## src/rtl/hazard_ctrl.sv

```systemverilog
// -----------------------------------------------------------------------------
// hazard_ctrl
//
// RAW hazard controller for the 5-stage MIPS pipeline (IF, ID, EX, MEM, WB).
// A three-entry scoreboard (EX, MEM, WB) mirrors the destination registers of
// the instructions in flight. The instruction in ID is compared against it to
// decide whether to stall IF/ID and bubble ID/EX. The block also produces
// registered operand-forwarding selects for the EX stage.
//
// Parameters
//   FORWARD_EN   1 = forward EX operands from MEM/WB (only load-use stalls)
//                0 = no forwarding, stall until the producer reaches WB
//   CNT_W        width of the saturating stall-cycle counter
//
// Ports
//   clk           core clock, all state updates on the rising edge
//   reset         asynchronous active-low reset, clears all state
//   pipe_en       pipeline advance enable; low freezes all state
//   id_valid      ID holds a real instruction (0 = bubble)
//   id_rs/id_rt   ID source registers
//   id_use_rs/rt  ID instruction actually reads rs / rt
//   id_dst        ID destination register
//   id_wr         ID instruction writes the register file
//   id_load       ID instruction is a load
//   pc_hold       hold PC this cycle (combinational)
//   ifid_hold     hold IF/ID register this cycle (combinational)
//   idex_bubble   load a bubble into ID/EX this cycle (combinational)
//   ex_fwd_a/b    EX operand selects: 00 regfile, 10 MEM result, 01 WB result
//   stall_cycles  number of advancing cycles spent stalled (saturating)
// -----------------------------------------------------------------------------
module hazard_ctrl #(
  parameter bit FORWARD_EN = 1'b1,
  parameter int CNT_W      = 32
) (
  input  logic             clk,
  input  logic             reset,
  input  logic             pipe_en,
  input  logic             id_valid,
  input  logic [4:0]       id_rs,
  input  logic [4:0]       id_rt,
  input  logic             id_use_rs,
  input  logic             id_use_rt,
  input  logic [4:0]       id_dst,
  input  logic             id_wr,
  input  logic             id_load,
  output logic             pc_hold,
  output logic             ifid_hold,
  output logic             idex_bubble,
  output logic [1:0]       ex_fwd_a,
  output logic [1:0]       ex_fwd_b,
  output logic [CNT_W-1:0] stall_cycles
);

  typedef struct packed {
    logic       valid;
    logic       wr;
    logic       load;
    logic [4:0] dst;
  } sb_entry_t;

  localparam logic [1:0] SEL_RF  = 2'b00;
  localparam logic [1:0] SEL_MEM = 2'b10;
  localparam logic [1:0] SEL_WB  = 2'b01;

  localparam sb_entry_t ENTRY_EMPTY = '0;
  localparam logic [CNT_W-1:0] CNT_MAX = {CNT_W{1'b1}};

  sb_entry_t        ex_q,  ex_d;
  sb_entry_t        mem_q, mem_d;
  sb_entry_t        wb_q,  wb_d;
  logic [1:0]       fwd_a_q, fwd_a_d;
  logic [1:0]       fwd_b_q, fwd_b_d;
  logic [CNT_W-1:0] stall_cycles_q, stall_cycles_d;

  logic stall;
  logic issue;
  logic rs_ex, rt_ex, rs_mem, rt_mem;

  // A source only matches a real producer; $0 is hard-wired and never hazards.
  function automatic logic src_match(input sb_entry_t e,
                                     input logic      use_src,
                                     input logic [4:0] src);
    return use_src && (src != 5'd0) && e.valid && e.wr && (e.dst == src);
  endfunction

  // Newest producer wins: a non-load in EX has its result sitting in the
  // MEM stage once the consumer reaches EX, so it outranks the older MEM
  // entry (which will be in WB by then).
  function automatic logic [1:0] fwd_sel(input logic m_ex,
                                         input logic m_mem,
                                         input logic ex_is_load);
    logic [1:0] sel;
    sel = SEL_RF;
    if (FORWARD_EN) begin
      if (m_ex && !ex_is_load) begin
        sel = SEL_MEM;
      end else if (m_mem) begin
        sel = SEL_WB;
      end
    end
    return sel;
  endfunction

  // Hazard detection. The WB entry is never compared: the register file is
  // written before it is read, so a WB producer is already visible in ID.
  always_comb begin
    rs_ex  = src_match(ex_q,  id_use_rs, id_rs);
    rt_ex  = src_match(ex_q,  id_use_rt, id_rt);
    rs_mem = src_match(mem_q, id_use_rs, id_rs);
    rt_mem = src_match(mem_q, id_use_rt, id_rt);

    stall = 1'b0;
    if (id_valid) begin
      if (FORWARD_EN) begin
        stall = (rs_ex || rt_ex) && ex_q.load;
      end else begin
        stall = rs_ex || rt_ex || rs_mem || rt_mem;
      end
    end

    issue = id_valid && !stall;
  end

  // Next-state for scoreboard, forwarding selects and stall counter.
  always_comb begin
    ex_d           = ex_q;
    mem_d          = mem_q;
    wb_d           = wb_q;
    fwd_a_d        = fwd_a_q;
    fwd_b_d        = fwd_b_q;
    stall_cycles_d = stall_cycles_q;

    if (pipe_en) begin
      wb_d  = mem_q;
      mem_d = ex_q;

      if (issue) begin
        ex_d.valid = 1'b1;
        ex_d.wr    = id_wr;
        ex_d.load  = id_load;
        ex_d.dst   = id_dst;
        fwd_a_d    = fwd_sel(rs_ex, rs_mem, ex_q.load);
        fwd_b_d    = fwd_sel(rt_ex, rt_mem, ex_q.load);
      end else begin
        ex_d    = ENTRY_EMPTY;
        fwd_a_d = SEL_RF;
        fwd_b_d = SEL_RF;
      end

      if (stall && (stall_cycles_q != CNT_MAX)) begin
        stall_cycles_d = stall_cycles_q + CNT_W'(1);
      end
    end
  end

  always_ff @(posedge clk or negedge reset) begin
    if (!reset) begin
      ex_q           <= ENTRY_EMPTY;
      mem_q          <= ENTRY_EMPTY;
      wb_q           <= ENTRY_EMPTY;
      fwd_a_q        <= SEL_RF;
      fwd_b_q        <= SEL_RF;
      stall_cycles_q <= '0;
    end else begin
      ex_q           <= ex_d;
      mem_q          <= mem_d;
      wb_q           <= wb_d;
      fwd_a_q        <= fwd_a_d;
      fwd_b_q        <= fwd_b_d;
      stall_cycles_q <= stall_cycles_d;
    end
  end

  // The WB entry and the MEM load bit are tracked to keep the scoreboard a
  // faithful image of the pipe, but no decision depends on them.
  logic unused_sb;
  assign unused_sb = ^{wb_q, mem_q.load};

  assign pc_hold      = stall;
  assign ifid_hold    = stall;
  assign idex_bubble  = stall;
  assign ex_fwd_a     = fwd_a_q;
  assign ex_fwd_b     = fwd_b_q;
  assign stall_cycles = stall_cycles_q;

endmodule

```

## config.mk

```make
export PLATFORM = sky130hd
export DESIGN_NAME = hazard_ctrl
export DESIGN_NICKNAME = d
export VERILOG_FILES = /design/src/rtl/hazard_ctrl.sv
export SDC_FILE = /design/constraint.sdc
export NUM_CORES = 1
export LEC_CHECK = 0
export BUFFER_PORTS_ARGS = -buffer_cell sky130_fd_sc_hd__buf_2
export CAP_MARGIN = 20
export CORE_MARGIN = 3
export CORE_UTILIZATION = 47
export DETAILED_ROUTE_END_ITERATION = 8
export PLACE_DENSITY = 0.71
export REMOVE_ABC_BUFFERS = 1
export SLEW_MARGIN = 0
export SYNTH_ARGS = -nofsm -noshare
export SYNTH_HDL_FRONTEND = slang
export SYNTH_SLANG_ARGS = --single-unit
```

## constraint.sdc

```tcl
create_clock -name clk -period 2.8 [get_ports clk]
set_clock_uncertainty 0.2 [all_clocks]
set_input_delay 0.14 -clock clk [delete_from_list [all_inputs] [get_ports clk]]
set_output_delay 0.14 -clock clk [all_outputs]
set_load 0.05 [all_outputs]
```

==> impl_metrics.json, run 1 <==
{
  "r2r-end": "stall_cycles[17]$_DFFE_PN0P_",
  "drive_gt1_share_pct": 29.5,
  "tightest_slew_ns": 0.850,
  "clockBufferDepth": 2,
  "dp_hpwl_um": 4190,
  "tns_ns": 0,
  "irDropWorstVdd_mv": 0.240,
  "min_period_over_period_pct": 94.8,
  "synth.yosys.seq_area_share_pct": 48.9,
  "whs_endpoint": "stall_cycles[6]$_DFFE_PN0P_",
  "total_leakage_power_nw": 1.53,
  "synthFlopType": "dfrtp_1",
  "path_max_fanout": 22,
  "ys_async_sr_fraction_pct": 100,
  "whs_path_depth": 3,
  "postCtsSetupBuffers": 0,
  "coreArea_sq_mm": 0.00524,
  "startpoint": "stall_cycles[13]$_DFFE_PN0P_",
  "critical_path_class": "flip-flop to flip-flop",
  "synth_area_leaders": "dfrtp_1 49%, xnor2_1 13%, nand4_1 4.3%, xor2_1 4.0%, mux2_2 3.5%",
  "clock_latency_ns": 0.31,
  "drt_iter0_drc": 87,
  "hold_class": "input port to flip-flop",
  "r2r_cells": 6,
  "p_per_area_mw_per_mm2": 422,
  "clkTransAtPathRegs_ns": 0.09,
  "maxCapViolCount": 0,
  "htreeDepth": 2,
  "layout_commonest_cell": "buf_2",
  "cts_buffers": 5,
  "root_buffer": "clkbuf_8",
  "die_area_sq_mm": 0.00648,
  "synth-edff-count": 0,
  "synth-simple-area-share_pct": 20.7,
  "min_from": "pipe_en",
  "cts_sinks": 51,
  "path_cells": "nand3_2, or4b_4, or4_1, o2111a_2, nand4_1, xnor2_1",
  "final_util_pct": 60.0,
  "avgSynthCellArea_sq_um": 11.1,
  "rows": 26,
  "worstReg2RegStart": "stall_cycles[13]$_DFFE_PN0P_",
  "synth-adder-area-share_pct": 0.480,
  "area_growth_pct": 20.5,
  "synth_xor_xnor_area_share_pct": 17.1,
  "most-common-layout-cells": "61 x buf_2, 51 x dfrtp_1, 39 x xnor2_1, 18 x nand4_1, 17 x nand3_1",
  "final_cell_count_no_fill": 375,
  "outcome": "finished clean",
  "max_stage_delay_ns": 0.58,
  "die-width_um": 80.5,
  "ff2ff_setup_slack_ns": 0.15,
  "diodes": 0,
  "gp_congestion": 0.830,
  "synth_top_family_by_area": "simple AND/OR/NAND/NOR gates",
  "seqPwrFrac_pct": 58.9,
  "overflow": 0,
  "grt_pass1_wl_um": 9780,
  "slew_headroom_pct": 43.3,
  "rsz0062_at_grt": "false",
  "stdcell_area_sq_mm": 0.00314,
  "routed_wl_um": 5800,
  "synth_top_area_share_pct": 48.9,
  "vias": 2057,
  "io_pins": 62,
  "startpoint_type": "flip-flop",
  "start_util_pct": 49.8,
  "layout_min_cycle_time_ns": 2.65,
  "max_freq_mhz": 377,
  "p_sw_mw": 0.331,
  "yosys_warnings": 0,
  "synth_compound_area_share_pct": 6.14,
  "fin_hold_ws_ns": 0.0869,
  "grt_use_total_pct": 19.5,
  "dp_cells": 358,
  "dr.pass1.iters": 4,
  "endpoint_kind": "flip-flop",
  "ys_seq_elements": 51,
  "grt_max_degree": 40,
  "critPathArrivalTime_ns": 2.69,
  "critPathRequiredTime_ns": 2.84,
  "io_buffers": 61,
  "via_per_inst": 5.49,
  "critPathSlowestCell": "or4b_4",
  "hold_viol_final": 0,
  "syn_inst": 235,
  "first_global_vias": 2064,
  "combPwrFrac_pct": 9.7,
  "place_area_sq_mm": 0.00296,
  "syn_area_sq_mm": 0.00261,
  "setup_viol_count_final": 0,
  "tritoncts": "built",
  "yosysUniqueCellTypes": 35,
  "synthMuxAreaShare_pct": 3.45,
  "synth_largest_area_cell": "dfrtp_1",
  "drc_errors": 0,
  "ant_nets": 0,
  "nets": 328,
  "wl_per_cell_um": 15.5,
  "slew_violations": 0,
  "die_y_um": 80.5,
  "clockPowerShare_pct": 31.4,
  "antenna_found_initial": 0,
  "p_int_mw": 0.996,
  "p_sw_share_pct": 25.0
}
-- stage by stage --
step	setup slack, ns	total power [mW]
after floorplan	-0.0826	0.856
after global routing	0.0327	1.38
after global placement	0.166	0.913
after detailed placement	0.162	0.916
after CTS	0.136	1.34
final	0.145	1.33
-- cells in the mapped netlist, drive strengths merged (3+ instances only) --
cell type,number
nand3,20
a22o,7
o21ai,5
nor2,7
nor4,4
clkbuf,6
nor3,4
buf,6
xnor2,39
nand2,7
nand4,19
dfrtp,51
mux2,8
or4,3
and4,5
and2,5
inv,4
and3,10
xor2,12
-- critical path, delay by kind of cell, from the launching register on --
| family | cells | cell delay [ns] |
|---|---|---|
| flip-flops | 1 | 0.46 |
| XOR/XNOR | 1 | 0.12 |
| AO/OA/AOI/OAI | 1 | 0.35 |
| AND/OR/NAND/NOR | 4 | 1.44 |
-- cell families after synthesis --
kind of cell	Yosys count
XOR/XNOR	51
AO/OA/AOI/OAI	19
multiplexers	8
AND/OR/NAND/NOR	89
buffers and inverters	16
adder cells (fa/ha/maj)	1
flip-flops	51
-- layer usage --
metal  track usage, %  vias to the layer above  share of wire [%]
met5                0                        -                  0
met3             3.36                       15                4.2
li1                 -                      986                  -
met2             30.0                       53                 47
met1             26.8                     1003                 47
met4             8.78                        0                2.6
-- flip-flops by register name, indices dropped and copies added, names as in the netlist --
register	count
stall_cycles	32
ex_q	8
mem_q	7
ex_fwd_a	2
ex_fwd_b	2
-- final cells by class --
class	count	area [sq um]
Fill cell	445	2090
Timing Repair Buffer	74	425
Multi-Input combinational cell	168	1250
Sequential cell	51	1280
Clock buffer	5	68.8
Inverter	4	15.0
Clock inverter	3	15.0
Tap cell	70	87.6
-- power by group through the flow --
stage	registers [mW]	clock network [mW]	logic [mW]
floorplan	0.792	0	0.0644
global placement	0.795	0	0.119
detailed placement	0.796	0	0.120
CTS	0.781	0.425	0.130
global route	0.785	0.453	0.143
finish	0.781	0.417	0.129
-- worst max-delay path by stage --
stage                                               to  slack (ns)  depth (start not counted)
after floorplan            stall_cycles[2]$_DFFE_PN0P_       -0.08                          6
after global placement    stall_cycles[27]$_DFFE_PN0P_        0.17                          6
after detailed placement  stall_cycles[21]$_DFFE_PN0P_        0.16                          6
after CTS                 stall_cycles[17]$_DFFE_PN0P_        0.14                          6
after global routing      stall_cycles[11]$_DFFE_PN0P_        0.03                          6
final                     stall_cycles[17]$_DFFE_PN0P_        0.15                          6
-- repair_timing --
action	in CTS	in global routing
resized for setup	0	1
hold buffers	9	0
hold endpoints to repair	46	0
setup endpoints to repair	0	22
Note: power is estimated with default switching activity, not from simulation.
==> inputs of run 2 (changes only) <==
- ABC_AREA: default -> 1
- PLACE_DENSITY: 0.71 -> 0.69
==> impl_metrics.json, run 2 <==
{
  "overflow": 0,
  "synth-adder-area-share_pct": 0.349,
  "outcome": "finished clean",
  "p_sw_share_pct": 26.0,
  "p_int_mw": 1.18,
  "vias": 3528,
  "rows": 31,
  "seqPwrFrac_pct": 49.1,
  "p_per_area_mw_per_mm2": 382,
  "postCtsSetupBuffers": 0,
  "hold_class": "input port to flip-flop",
  "slew_headroom_pct": 56.5,
  "synth_top_family_by_area": "simple AND/OR/NAND/NOR gates",
  "hold_viol_final": 0,
  "wl_per_cell_um": 13.2,
  "synth-simple-area-share_pct": 44.5,
  "whs_endpoint": "stall_cycles[3]$_DFFE_PN0P_",
  "grt_use_total_pct": 22.0,
  "syn_inst": 536,
  "antenna_found_initial": 0,
  "min_period_over_period_pct": 83.3,
  "fin_hold_ws_ns": 0.0332,
  "die-width_um": 93.3,
  "nets": 630,
  "p_sw_mw": 0.417,
  "final_util_pct": 57.2,
  "r2r-end": "stall_cycles[5]$_DFFE_PN0P_",
  "io_buffers": 61,
  "synthTopCellsByCount": "180 x nand2_1, 72 x inv_1, 60 x nor2_1, 51 x dfrtp_1, 36 x nand3_1",
  "synth-edff-count": 0,
  "worstReg2RegStart": "stall_cycles[0]$_DFFE_PN0P_",
  "layout_setup_ws_ns": 0.467,
  "top_layer": "met4",
  "grt_pass1_wl_um": 15200,
  "cts_sinks": 51,
  "critPathArrivalTime_ns": 1.99,
  "layout_commonest_cell": "nand2_1",
  "routed_wl_um": 9300,
  "ff2ff_setup_slack_ns": 0.59,
  "endpoint_kind": "output pin",
  "grt_max_degree": 52,
  "synth_compound_area_share_pct": 6.25,
  "startpoint_type": "flip-flop",
  "synth.yosys.seq_area_share_pct": 35.6,
  "drive_gt1_share_pct": 17.6,
  "ant_nets": 0,
  "synthMuxAreaShare_pct": 0,
  "irDropWorstVdd_mv": 0.309,
  "gp_congestion": 0.910,
  "combPwrFrac_pct": 12.6,
  "max_freq_mhz": 429,
  "synth_xor_xnor_area_share_pct": 3.42,
  "area_growth_pct": 17.1,
  "die_y_um": 93.3,
  "die_area_sq_mm": 0.00870,
  "layout_min_cycle_time_ns": 2.33,
  "largest_register_ffs": 32,
  "wl_met2_um": 4110,
  "clkTransAtPathRegs_ns": 0.10,
  "ys_seq_elements": 51,
  "critPathRequiredTime_ns": 2.46,
  "dr.pass1.iters": 5,
  "pre_cts_ws_ns": 0.602,
  "whs_path_depth": 5,
  "coreArea_sq_mm": 0.00733,
  "slew_violations": 0,
  "critical_path_class": "flip-flop to output pin",
  "tns_ns": 0,
  "rsz0062_at_grt": "false",
  "tightest_slew_ns": 0.653,
  "avgSynthCellArea_sq_um": 6.68,
  "r2r_cells": 11,
  "io_pins": 62,
  "root_buffer": "clkbuf_8",
  "maxCapViolCount": 0,
  "setup_viol_count_final": 0,
  "htreeDepth": 2,
  "most-common-layout-cells": "180 x nand2_1, 72 x inv_1, 61 x buf_2, 60 x nor2_1, 51 x dfrtp_1",
  "clockPowerShare_pct": 38.3,
  "dp_hpwl_um": 7070,
  "wl_met3_um": 427,
  "syn_area_sq_mm": 0.00358,
  "clock_latency_ns": 0.31,
  "path_max_fanout": 6,
  "yosysMostFrequentCell": "nand2_1",
  "synth_area_leaders": "dfrtp_1 36%, nand2_1 19%, inv_1 7.5%, nor2_1 6.3%, nand3_1 5.0%",
  "min_from": "pipe_en",
  "drc_errors": 0,
  "diodes": 0,
  "synth_largest_area_cell": "dfrtp_1",
  "start_util_pct": 48.9,
  "via_per_inst": 5.00,
  "clockBufferDepth": 2,
  "synthFlopType": "dfrtp_1",
  "yosysUniqueCellTypes": 34,
  "first_global_vias": 3174,
  "synth_top_area_share_pct": 35.6,
  "cts_buffers": 5,
  "drt_iter0_drc": 196,
  "tritoncts": "built",
  "wl_met1_um": 4680,
  "yosys_warnings": 0,
  "total_leakage_power_nw": 2.09,
  "ys_async_sr_fraction_pct": 100
}
## run 2: changes by cell type in the layout (fill, tap and decap cells not counted), sizes merged, moves of 6 or more
cell / previous run / this run
and3: 10 / 1
a22o: 7 / 0
nand3b: 0 / 7
nor2: 7 / 72
nand3: 20 / 46
o21bai: 0 / 8
nand2: 7 / 183
nor3: 4 / 18
o21ai: 5 / 22
xnor2: 39 / 2
inv: 4 / 76
a21oi: 0 / 6
mux2: 8 / 0
## run 2: cells by family after synthesis
logic type,Yosys count
xor gates and xnor gates,14
adders and majority gates,1
AOI/OAI and AO/OA,39
and+or+nand+nor,344
buffers and inverters,87
DFF,51
## run 2: power by group through the flow
stage          combinational, mW  sequential [mW]  clock, mW
2_1_floorplan             0.0995            0.807          0
3_3_place_gp               0.189            0.799          0
3_5_place_dp               0.191            0.800          0
4_1_cts                    0.202            0.786      0.633
5_1_grt                    0.225            0.790      0.665
6_report                   0.201            0.787      0.614
## run 2: through the flow
stage | instances | total power [mW] | area [sq um]
3_3_place_gp | 689 | 0.988 | 3970
5_1_grt | 706 | 1.68 | 4200
4_1_cts | 706 | 1.62 | 4200
6_report | 706 | 1.60 | 4200
2_1_floorplan | 525 | 0.907 | 3510
3_5_place_dp | 689 | 0.991 | 3970
## run 2: layout make-up
| class | count | area, sq um |
|---|---|---|
| Fill cell | 714 | 3140 |
| Multi-Input combinational cell | 398 | 1950 |
| Sequential cell | 51 | 1280 |
| Timing Repair Buffer | 74 | 425 |
| Inverter | 76 | 285 |
| Tap cell | 99 | 124 |
| Clock buffer | 6 | 72.6 |
| Clock inverter | 2 | 60.1 |
## run 2: layer usage
metal	up-vias	GRT usage, %
met5	-	0
met4	0	5.49
met3	9	3.62
met2	92	33.7
met1	1600	32.2
li1	1827	-
## run 2: repair_timing
action	4_1_cts	5_1_grt
hold buffers	9	0
endpoints found under the hold margin	59	0
gates resized for setup	0	0
## run 2: how the worst max path moves through the flow
stage                                 from                     endpoint  slack, ns  cells past startpoint
2_1_floorplan  stall_cycles[0]$_DFFE_PN0P_  stall_cycles[3]$_DFFE_PN0P_       0.21                     11
3_3_place_gp   stall_cycles[0]$_DFFE_PN0P_  stall_cycles[5]$_DFFE_PN0P_       0.69                     11
3_5_place_dp   stall_cycles[0]$_DFFE_PN0P_  stall_cycles[7]$_DFFE_PN0P_       0.60                     11
4_1_cts                ex_q[3]$_DFFE_PN0P_                      pc_hold       0.44                     11
5_1_grt                ex_q[3]$_DFFE_PN0P_                    ifid_hold       0.24                     11
6_report               ex_q[3]$_DFFE_PN0P_                      pc_hold       0.47                     11
## run 2: worst max-delay path, stage by stage (launching register included)
cell	delay, ns
dfrtp_1	0.47
inv_2	0.07
nand2_1	0.08
nand2_1	0.07
inv_1	0.05
nand2_1	0.04
nor2_1	0.09
nand3_1	0.12
nand2_1	0.15
nand3_1	0.15
inv_1	0.12
buf_2	0.27
==> inputs of run 3 (changes only) <==
- clock period: 2.8 -> 2.3 ns (I/O delays scaled with it)
==> impl_metrics.json, run 3 (same netlist as run 2, synthesis figures left out) <==
{
  "outcome": "finished clean",
  "final_cell_count_no_fill": 715,
  "endpoint_kind": "output pin",
  "path_depth": 9,
  "tritoncts": "built",
  "path_cells": "inv_1, nand2_1, nand2_1, nor2_1, nand4_1, nand2_2, nand3_2, inv_2, buf_6",
  "slew_violations": 0,
  "htreeDepth": 2,
  "min_from": "id_use_rt",
  "crit_buf_inv": 3,
  "fin_hold_ws_ns": 0.0316,
  "grt_max_degree": 52,
  "nets": 640,
  "whs_endpoint": "ex_fwd_b[0]$_DFFE_PN0P_",
  "crit_family": "simple AND/OR/NAND/NOR gates",
  "total_leakage_power_nw": 2.11,
  "coreArea_sq_mm": 0.00733,
  "dr.pass1.iters": 5,
  "io_pins": 62,
  "root_buffer": "clkbuf_8",
  "path_max_fanout": 4,
  "cts_buffers": 5,
  "io_buffers": 61,
  "via_per_inst": 5.15,
  "critPathArrivalTime_ns": 1.84,
  "antenna_found_initial": 0,
  "drt_iter0_drc": 199,
  "vias": 3679,
  "p_int_mw": 1.22,
  "p_per_area_mw_per_mm2": 403,
  "place_area_sq_mm": 0.00402,
  "worstReg2RegStart": "stall_cycles[0]$_DFFE_PN0P_",
  "tightest_slew_ns": 0.690,
  "p_sw_share_pct": 29.4,
  "most-common-layout-cells": "178 x nand2_1, 71 x inv_1, 60 x nor2_1, 58 x buf_2, 50 x dfrtp_1",
  "pre_cts_ws_ns": 0.0832,
  "slew_headroom_pct": 54.0,
  "max_stage_delay_ns": 0.42,
  "drc_errors": 0,
  "ant_nets": 0,
  "cts_sinks": 51,
  "die_area_sq_mm": 0.00870,
  "p_sw_mw": 0.508,
  "critPathSlowestCell": "dfrtp_1",
  "hold_viol_final": 0,
  "first_global_vias": 3391,
  "max_freq_mhz": 464,
  "gp_congestion": 0.941,
  "grt_pass1_wl_um": 16000,
  "diodes": 0,
  "critPathRequiredTime_ns": 1.99,
  "maxCapViolCount": 0,
  "hold_class": "input port to flip-flop",
  "total_power_mw": 1.73,
  "min_period_over_period_pct": 93.8,
  "largest_register_ffs": 32,
  "grt_use_total_pct": 22.9,
  "layout_setup_ws_ns": 0.143,
  "combPwrFrac_pct": 14.7,
  "overflow": 0,
  "critical_path_class": "flip-flop to output pin",
  "rows": 31,
  "drive_gt1_share_pct": 20.0,
  "layout_min_cycle_time_ns": 2.16,
  "routed_wl_um": 9800,
  "clockBufferDepth": 2,
  "startpoint_type": "flip-flop",
  "start_util_pct": 48.9,
  "dp_hpwl_um": 7260,
  "r2r_cells": 10,
  "dp_cells": 694,
  "die-width_um": 93.3,
  "wl_per_cell_um": 13.7,
  "whs_path_depth": 5,
  "r2r-end": "stall_cycles[2]$_DFFE_PN0P_",
  "clock_latency_ns": 0.31,
  "irDropWorstVdd_mv": 0.265,
  "critPathMostFrequentCell": "nand2_1",
  "clkTransAtPathRegs_ns": 0.09,
  "layout_commonest_cell": "nand2_1",
  "clockPowerShare_pct": 30.0,
  "area_growth_pct": 19.9,
  "die_y_um": 93.3,
  "seqPwrFrac_pct": 55.3,
  "setup_viol_count_final": 0,
  "stdcell_area_sq_mm": 0.00429,
  "ff2ff_setup_slack_ns": 0.16
}
==> run 3: worst max-delay path by stage <==
stage | startpoint | endpoint | slack [ns]
floorplan | stall_cycles[0]$_DFFE_PN0P_ | stall_cycles[3]$_DFFE_PN0P_ | -0.29
global placement | ex_q[0]$_DFFE_PN0P_ | stall_cycles[10]$_DFFE_PN0P_ | 0.20
detailed placement | stall_cycles[0]$_DFFE_PN0P_ | stall_cycles[1]$_DFFE_PN0P_ | 0.08
CTS | ex_q[0]$_DFFE_PN0P_ | ifid_hold | -0.001
global route | ex_q[3]$_DFFE_PN0P_ | ifid_hold | -0.02
finish | ex_q[0]$_DFFE_PN0P_ | ifid_hold | 0.14
==> run 3: what timing repair did <==
action                     4_1_cts  5_1_grt
hold buffers                    10        0
gates resized for setup          0       17
pin swaps                        0        3
cloned                           0        0
setup endpoints to repair        1       17
hold endpoints to repair        60        0
setup buffers                    0        4
==> run 3: power groups by stage <==
stage,Combinational (mW),Sequential (mW),Clock (mW)
2_1_floorplan,0.121,0.983,0
3_3_place_gp,0.235,0.971,0
3_5_place_dp,0.239,0.971,0
4_1_cts,0.253,0.954,0.543
5_1_grt,0.287,0.960,0.570
6_report,0.254,0.956,0.519
==> run 3: final cells by class <==
type / count / area [sq um]
flip-flops and latches: 51 / 1280
repair buffers: 84 / 547
fillers: 709 / 3040
clock buffers: 5 / 68.8
multi-input cells: 398 / 1980
well taps: 99 / 124
inverters: 76 / 285
clock inverters: 2 / 13.8
==> run 3: worst register-to-register path, stage by stage (launching register included) <==
cell and delay (ns):
dfrtp_1 0.42, ha_2 0.26, nand3_2 0.12, nor2_4 0.17, nand2_1 0.07, nor2_1 0.16, nand4_1 0.19, nand4_4 0.20
nor2_1 0.10, nand2_1 0.08, nand2_1 0.05
==> run 3: routing by layer <==
| metal | share of wire (%) | GRT usage, % |
|---|---|---|
| met1 | 48 | 32.7 |
| met4 | 0.82 | 5.49 |
| met5 | 0 | 0 |
| met2 | 45 | 36.0 |
| met3 | 6.2 | 3.94 |
==> run 3: per-stage QoR <==
step	TNS, ns	util, %
2_1_floorplan	-4.34	-
6_report	0	58.6
5_1_grt	-0.0497	58.6
4_1_cts	-0.00140	57.4
3_3_place_gp	0	54.9
3_5_place_dp	0	54.9
